## config.mk

```make
export PLATFORM = sky130hd
export DESIGN_NAME = bsg_vanilla_simd_wb_sequencer
export DESIGN_NICKNAME = d
export VERILOG_FILES = /design/src/rtl/bsg_vanilla_simd_wb_sequencer.sv
export SDC_FILE = /design/constraint.sdc
export NUM_CORES = 1
export LEC_CHECK = 0
export BUFFER_PORTS_ARGS = -buffer_cell sky130_fd_sc_hd__buf_2
export CORE_UTILIZATION = 53
export CTS_BUF_LIST = sky130_fd_sc_hd__clkbuf_2 sky130_fd_sc_hd__clkbuf_4 sky130_fd_sc_hd__clkbuf_8
export DETAILED_ROUTE_END_ITERATION = 6
export PLACE_DENSITY = 0.76
export SYNTH_ARGS = -nofsm -noshare
export SYNTH_HDL_FRONTEND = slang
export SYNTH_SLANG_ARGS = --single-unit
```

## constraint.sdc

```tcl
create_clock -name clk_i -period 7.9 [get_ports clk_i]
set_input_delay 0.395 -clock clk_i [delete_from_list [all_inputs] [get_ports clk_i]]
set_output_delay 0.395 -clock clk_i [all_outputs]
set_load 0.005 [all_outputs]
```

## src/rtl/bsg_vanilla_simd_wb_sequencer.sv

```systemverilog
// ============================================================================
// Module      : bsg_vanilla_simd_wb_sequencer
// Description : Buffers SIMD remote-load responses and serialises each lane
//               into single-word regfile writes (lane k -> rd+k).
// Revision    : 1.0
// ============================================================================
`default_nettype none

module bsg_vanilla_simd_wb_sequencer #(
   parameter int LANES_P           = 4,
   parameter int DATA_WIDTH_P      = 32,
   parameter int REG_ADDR_WIDTH_P  = 5,
   parameter int ELS_P             = 2,
   localparam int LANE_CNT_WIDTH_LP = $clog2(LANES_P + 1)
) (
   input  logic                              clk_i,
   input  logic                              reset_i,

   input  logic                              resp_v_i,
   output logic                              resp_ready_o,
   input  logic                              resp_float_i,
   input  logic [REG_ADDR_WIDTH_P-1:0]       resp_rd_i,
   input  logic [LANE_CNT_WIDTH_LP-1:0]      resp_num_lanes_i,
   input  logic [LANES_P*DATA_WIDTH_P-1:0]   resp_data_i,

   output logic                              wb_v_o,
   output logic                              wb_float_o,
   output logic [REG_ADDR_WIDTH_P-1:0]       wb_addr_o,
   output logic [DATA_WIDTH_P-1:0]           wb_data_o,
   input  logic                              wb_yumi_i,

   output logic                              clear_sb_v_o,
   output logic                              clear_sb_float_o,
   output logic [REG_ADDR_WIDTH_P-1:0]       clear_sb_addr_o,
   output logic                              busy_o
);

   localparam int PTR_W = (ELS_P > 1) ? $clog2(ELS_P) : 1;
   localparam int CNT_W = $clog2(ELS_P + 1);
   localparam int LCW   = LANE_CNT_WIDTH_LP;
   localparam int AW    = REG_ADDR_WIDTH_P;
   localparam int DW    = DATA_WIDTH_P;

   logic                       float_mem [ELS_P];
   logic [AW-1:0]              rd_mem    [ELS_P];
   logic [LCW-1:0]             nl_mem    [ELS_P];
   logic [LANES_P*DW-1:0]      data_mem  [ELS_P];

   logic [PTR_W-1:0]           wr_ptr;
   logic [PTR_W-1:0]           rd_ptr;
   logic [CNT_W-1:0]           count;
   logic [LCW-1:0]             lane_cnt;

   logic                       full;
   logic                       empty;
   logic                       enq;
   logic                       head_v;
   logic                       head_float;
   logic [AW-1:0]              head_rd;
   logic [LCW-1:0]             head_n;
   logic [LANES_P*DW-1:0]      head_data;
   logic [AW-1:0]              lane_addr;
   logic [DW-1:0]              lane_data;
   logic                       skip;
   logic                       req;
   logic                       lane_done;
   logic                       last;
   logic                       pop;

   function automatic logic [PTR_W-1:0] next_ptr(input logic [PTR_W-1:0] p);
      return (p == PTR_W'(ELS_P - 1)) ? '0 : p + 1'b1;
   endfunction

   // Ready depends only on registered occupancy, so a same-cycle pop never frees a slot.
   assign full  = (count == CNT_W'(ELS_P));
   assign empty = (count == '0);
   assign enq   = resp_v_i & resp_ready_o;

   assign head_v     = !empty & !reset_i;
   assign head_float = float_mem[rd_ptr];
   assign head_rd    = rd_mem[rd_ptr];
   assign head_n     = (nl_mem[rd_ptr] == '0) ? LCW'(LANES_P) : nl_mem[rd_ptr];
   assign head_data  = data_mem[rd_ptr];
   assign lane_addr  = head_rd + AW'(lane_cnt);

   always_comb begin
      lane_data = '0;
      for (int k = 0; k < LANES_P; k++) begin
         if (lane_cnt == LCW'(k)) lane_data = head_data[k*DW +: DW];
      end
   end

   // Integer x0 lanes are dropped internally instead of being requested.
   assign skip      = head_v & !head_float & (lane_addr == '0);
   assign req       = head_v & !skip;
   assign lane_done = skip | (req & wb_yumi_i);
   assign last      = (lane_cnt == head_n - LCW'(1));
   assign pop       = lane_done & last;

   always_ff @(posedge clk_i) begin
      if (enq) begin
         float_mem[wr_ptr] <= resp_float_i;
         rd_mem[wr_ptr]    <= resp_rd_i;
         nl_mem[wr_ptr]    <= resp_num_lanes_i;
         data_mem[wr_ptr]  <= resp_data_i;
      end
   end

   always_ff @(posedge clk_i) begin
      if (reset_i) begin
         wr_ptr   <= '0;
         rd_ptr   <= '0;
         count    <= '0;
         lane_cnt <= '0;
      end else begin
         if (enq) wr_ptr <= next_ptr(wr_ptr);
         if (pop) begin
            rd_ptr   <= next_ptr(rd_ptr);
            lane_cnt <= '0;
         end else if (lane_done) begin
            lane_cnt <= lane_cnt + 1'b1;
         end
         case ({enq, pop})
            2'b10:   count <= count + 1'b1;
            2'b01:   count <= count - 1'b1;
            default: count <= count;
         endcase
      end
   end

   always_comb begin
      resp_ready_o     = !full & !reset_i;
      wb_v_o           = req;
      wb_float_o       = head_v ? head_float : 1'b0;
      wb_addr_o        = head_v ? lane_addr  : '0;
      wb_data_o        = head_v ? lane_data  : '0;
      clear_sb_v_o     = pop;
      clear_sb_float_o = pop ? head_float : 1'b0;
      clear_sb_addr_o  = pop ? head_rd    : '0;
      busy_o           = head_v;
   end

   always_ff @(posedge clk_i) begin
      if (!reset_i) begin
         assert (!(resp_v_i && (resp_num_lanes_i > LCW'(LANES_P))))
            else $error("resp_num_lanes_i exceeds lane count");
         assert (!(wb_yumi_i && !wb_v_o))
            else $error("wb_yumi_i without wb_v_o");
      end
   end

endmodule

`default_nettype wire

```

Yosys cells after proc, flatten, opt, wreduce, memory -nomap -nowiden
Memory sizes are Yosys's and may differ from the RTL's. A register that Yosys moved wholly into a read port is not among the register bits.
Index checks and enable logic that the tools add are counted.
{ "totals": {"ff_bits": 7, "ram_bits": 274, "inputBits": 141, "out_inout_bits": 48, "word_cells": 65, "mem_count": 4} }
{ "mem_list": {"columns": ["name", "words", "width", "rd", "rd_clocked_by_memory_dff", "write_ports", "line_no", "rtl"], "rows": [
  ["data_mem", 2, 128, 1, 1, 1, "47", "logic [LANES_P*DW-1:0] data_mem [ELS_P];"],
  ["rd_mem", 2, 5, 1, 1, 1, "45", "logic [AW-1:0] rd_mem [ELS_P];"],
  ["nl_mem", 2, 3, 1, 1, 1, "46", "logic [LCW-1:0] nl_mem [ELS_P];"],
  ["float_mem", 2, 1, 1, 1, 1, "44", "logic float_mem [ELS_P];"]
]} }
{ "op_classes": {"add_sub_neg": 7, "eq_ne": 7, "mux": 23, "n_bitwise": 9, "reduce_logical": 11} }
{ "ops": {"columns": ["op", "count"], "rows": [
  ["two-way mux 32 bit", 5],
  ["two-way mux 1 bit", 14],
  ["two-way mux 5 bit", 2],
  ["AND 1 bit", 8],
  ["equality test 3 x 2 -> 1 bit, second input constant", 2],
  ["logical NOT 3 bit", 2],
  ["adder 5 x 3 -> 5 bit", 1],
  ["logical NOT 1 bit", 5],
  ["logical NOT 5 bit", 1],
  ["equality test 2 bit, second input constant", 2],
  ["case mux 2 bit (2 select lines)", 1],
  ["adder 3 x 1 -> 3 bit, second input constant", 1],
  ["equality test 3 x 1 -> 1 bit, second input constant", 1],
  ["equality test 3 bit", 1],
  ["two-way mux 3 bit", 1],
  ["subtractor 3 x 1 -> 3 bit, second input constant", 1],
  ["adder 1 bit, second input constant", 2],
  ["adder 2 x 1 -> 2 bit, second input constant", 1],
  ["equality test 2 x 1 -> 1 bit, second input constant", 1],
  ["logical NOT 2 bit", 1],
  ["nonzero test 2 bit", 1],
  ["OR reduction 2 bit", 1],
  ["subtractor 2 x 1 -> 2 bit, second input constant", 1],
  ["bitwise OR 1 bit", 1]
]} }

Longest topological paths before layout
{ "logic_depth": {"depth_word": 12, "mapped_depth": 19, "mapped_depth_nobuf": 14} }

Least setup slack after synthesis
No wires, ideal clock.
{ "synth_path": {"kind": "input -> register", "from": "in reset_i", "to": "mem data_mem[0][0] in the netlist's numbering (enable)", "setup_ns": 0.635, "arrival_ns": 6.613, "required_ns": 7.265, "setup_slack_ns": 0.652, "path_stages": 4, "n_path_buf": 1, "path_cell_list": "clkbuf_1 -> a21oi_1 -> nand2_1 -> nor2_1"} }
{ "synth_via": {"elab_chain_len": 5} }
{ "synth_lines": {"columns": ["element", "line_no", "rtl"], "rows": [
  ["start: declaration", "17", "input logic reset_i,"],
  ["logical NOT 1 bit", null, null],
  ["AND 1 bit", "132", "resp_ready_o = !full & !reset_i;"],
  ["via resp_ready_o", "20", "output logic resp_ready_o,"],
  ["AND 1 bit", "77", "assign enq = resp_v_i & resp_ready_o;"],
  ["two-way mux 1 bit", "101", "if (enq) begin"],
  ["two-way mux 1 bit (implied by the code)", "105", "data_mem[wr_ptr] <= resp_data_i;"],
  ["end: declaration", "47", null]
]} }
The timed path passes the listed nets, and every way through them passes these cells.

==> run_results.csv <==
group,metric,value,unit
clock_network,cts_hold_buf,0,
place,placed_cell_area,0.0127,mm^2
floorplan,die_w,149,um
timing,skew,0.0144,ns
synth,yosys.cell_count.top_type,"edfxtp_1",
critical_path,critPathCaptureType,"output pin",
floorplan,die_area,0.0223,mm^2
synth,seq_area_frac_synth,0.730,
synth,synth_edf_count,274,
synth,syn_avg_cell_area,16.2,um^2
clock_network,cts.repair.resized,0,
timing,fmax,0.209,GHz
floorplan,row_count,53,
critical_path,worstPathArrival,4.39,ns
critical_path,critPathBufInv,3,
synth,yosys.area.top_type,"edfxtp_1",
timing,finalMaxSlewViolations,0,
pwr,peakVddDrop,0.181,mV
clock_network,path_clk_slew,0.06,ns
clock_network,numCtsBuffers,45,
timing,worst_slack,3.11,ns
route,wl,22.9,mm
synth,synth-async-reset-ratio,0,
place,place_congestion,0.811,
floorplan,coreArea,0.0212,mm^2
timing,period_needed,4.79,ns
grt,grt_max_degree,75,
pwr,leakage,4.82,nW
critical_path,cpMostUsedCell,"nor2b_1",
timing,fin_crit_sh,0.606,
clock_network,cts_buffer_depth,3,
synth,synth_cells,710,
timing,hold_viol_final,0,
critical_path,ff2ff_path_depth,14,
synth,netlist-cell-type-count,40,
timing,slew_headroom,0.174,
critical_path,path_depth,12,
synth,synth_area_leaders,"edfxtp_1 (72%), mux2i_1 (9.1%), mux2_2 (3.3%)",
timing,setup_violations,0,
route,drt_iter0_markers,419,
synth,synth_flop_cell,"edfxtp_1",
grt,grt_first_pass_wirelength,34.9,mm
route,vias,6715,
layout,syn_to_final_growth,17.9,%
clock_network,clockRootBuffer,"clkbuf_8",
run,max-cap-violations,0,
layout,final_util,0.640,
synth,synthesis.nets,862,
route,drc,0,
floorplan,die_h,149,um
synth,ys_ff_latch,282,
layout,stdcell_area,0.0135,mm^2
grt,grt_use_total,0.206,
floorplan,start_util,0.543,
critical_path,path_max_fanout,59,
timing,final.setup.tns,0,ns
hold_path,whs_path_depth,1,
floorplan,io_pins,189,
clock_network,htree_num_levels,2,
route,viasPerCell,5.46,
place,dpl_worst_slack,3.35,ns
critical_path,timing.critical_path.required,7.51,ns
critical_path,cpMaxStageDelayCell,"buf_4",
critical_path,slowest_delay,0.80,ns
timing,rsz0062_at_grt,"false",
synth,yosys-top-cells-count,"edfxtp_1 (274), mux2i_1 (105), nor2_1 (46), a21oi_1 (38), nand2_1 (38)",
hold_path,min_path_type,"input port to flip-flop",
synth,synth_top_area_frac,0.716,
timing,worstMarginPinSlew,1.24,ns
critical_path,critPathTopFamily,"simple AND/OR/NAND/NOR gates",
critical_path,path_class,"flip-flop to output pin",
clock_network,cts_sinks,282,
route,wl_per_cell,18.7,um
place,placement.io_buffers,188,
clock_network,cts_tree,"yes",
synth,synth_area,0.0115,mm^2
synth,yosysWarningCount,0,
clock_network,postCtsSetupRepairBufs,0,
layout,nNetsFinal,1064,
grt,gr-total-overflow,0,
critical_path,crit_path_start_kind,"flip-flop",
route,dr.pass1.iters,7,
place,place_hpwl,14.0,mm
layout,layout-drive-gt1-share,0.328,
clock_network,clk_latency,0.53,ns
critical_path,crit_chain,"buf_4, mux2_2, ha_1, inv_1, fa_1, nor2b_1, nor3_1, or4_4, o21ai_4, nand2b_1, nor2b_1, buf_2",
grt,antenna_found_initial,8,
route,ant_nets,0,
grt,grt_pass1_vias,6809,
pwr,power_density,227,mW/mm^2
status,status,"completed",
[power breakdown]
group | internal [W] | switching, W | total (W) | leakage, nW
registers | 0.00171 | 0.0000151 | 0.00172 | 2.58
clock network | 0.000611 | 0.000531 | 0.00114 | 0.444
logic | 0.0000937 | 0.000122 | 0.000216 | 1.79
[placed cells by master, fill, tap and decap left out, types with 2 or more instances in the layout]
| master | synthesis | final |
|---|---|---|
| or3_1 | 2 | 2 |
| o22ai_1 | 32 | 32 |
| dfxtp_1 | 8 | 7 |
| nand2_1 | 38 | 38 |
| buf_2 | 13 | 188 |
| or2_2 | 2 | 2 |
| nor3_1 | 3 | 3 |
| clkinv_2 | 0 | 7 |
| xor2_1 | 4 | 4 |
| mux2i_1 | 105 | 105 |
| clkinv_1 | 0 | 12 |
| clkbuf_8 | 0 | 47 |
| edfxtp_1 | 274 | 274 |
| o21ai_0 | 2 | 2 |
| clkbuf_4 | 0 | 13 |
| inv_1 | 8 | 8 |
| buf_4 | 3 | 9 |
| ha_1 | 10 | 9 |
| nor2_1 | 46 | 45 |
| nand2b_1 | 4 | 4 |
| a211o_1 | 32 | 32 |
| and2_1 | 2 | 2 |
| xnor2_1 | 4 | 4 |
| diode_2 | 0 | 9 |
| mux2_2 | 34 | 34 |
| a21oi_1 | 38 | 38 |
| nor2b_1 | 5 | 4 |
[flip-flops by register name (all words and copies together) (netlist names), named ones only]
name	cells
nl_mem	6
float_mem	2
lane_cnt	3
wr_ptr	1
rd_ptr	1
rd_mem	10
count	2
data_mem	256
[layout make-up]
cell class | count | area, um^2
Clock inverter | 20 | 87.6
Clock buffer | 60 | 744
Tap cell | 275 | 344
Antenna cell | 9 | 22.5
Multi-Input combinational cell | 378 | 2910
Sequential cell | 282 | 8390
Timing Repair Buffer | 197 | 1010
Inverter | 8 | 30.0
Fill cell | 1580 | 7610
[worst reg2reg max path: stages (launching register included)]
cell,delay [ns]
dfxtp_4,0.58
buf_4,0.81
mux2_2,0.44
ha_1,0.20
inv_1,0.08
fa_1,0.45
nand2b_1,0.13
nor4_1,0.06
a32oi_1,0.38
o21ai_4,0.14
nand2b_1,0.30
inv_1,0.11
ha_1,0.33
or3_1,0.35
a21oi_1,0.15
[per-stage QoR]
| stage | std cells | total power, W | hold slack, ns |
|---|---|---|---|
| floorplan | 710 | 0.00188 | 0.434 |
| global placement | 1140 | 0.00196 | 0.443 |
| detailed placement | 1140 | 0.00197 | 0.463 |
| CTS | 1220 | 0.00310 | 0.0175 |
| global route | 1226 | 0.00319 | 0.0229 |
| finish | 1229 | 0.00308 | 0.0498 |
[path summary, 6_finish.rpt]
path                                       from                 end  slack [ns]
worst max register to register        flip-flop            count[1]        3.34
worst max-delay path                  flip-flop  clear_sb_addr_o[0]        3.11
worst min-delay path            resp_data_i[71]     data_mem[0][71]        0.05
worst min register to register           rd_ptr              rd_ptr        0.49
[kinds of logic after synthesis]
logic type	Yosys count	share of synthesized area
flip-flops	282	0.730
multiplexers	141	0.127
AO/OA/AOI/OAI	110	0.0641
AND/OR/NAND/NOR	108	0.0406
buffers and inverters	50	0.0194
adder cells (fa/ha/maj)	11	0.0126
XOR/XNOR	8	0.00610
[metal layers]
metal | vias to the layer above | GRT usage | share of wire
li1 | 3164 | - | -
met1 | 3277 | 0.265 | 0.42
met2 | 228 | 0.335 | 0.49
met3 | 44 | 0.0511 | 0.068
met4 | 2 | 0.0883 | 0.023
met5 | - | 0 | 0.00035
No activity file was read; power rests on OpenSTA's default activity.
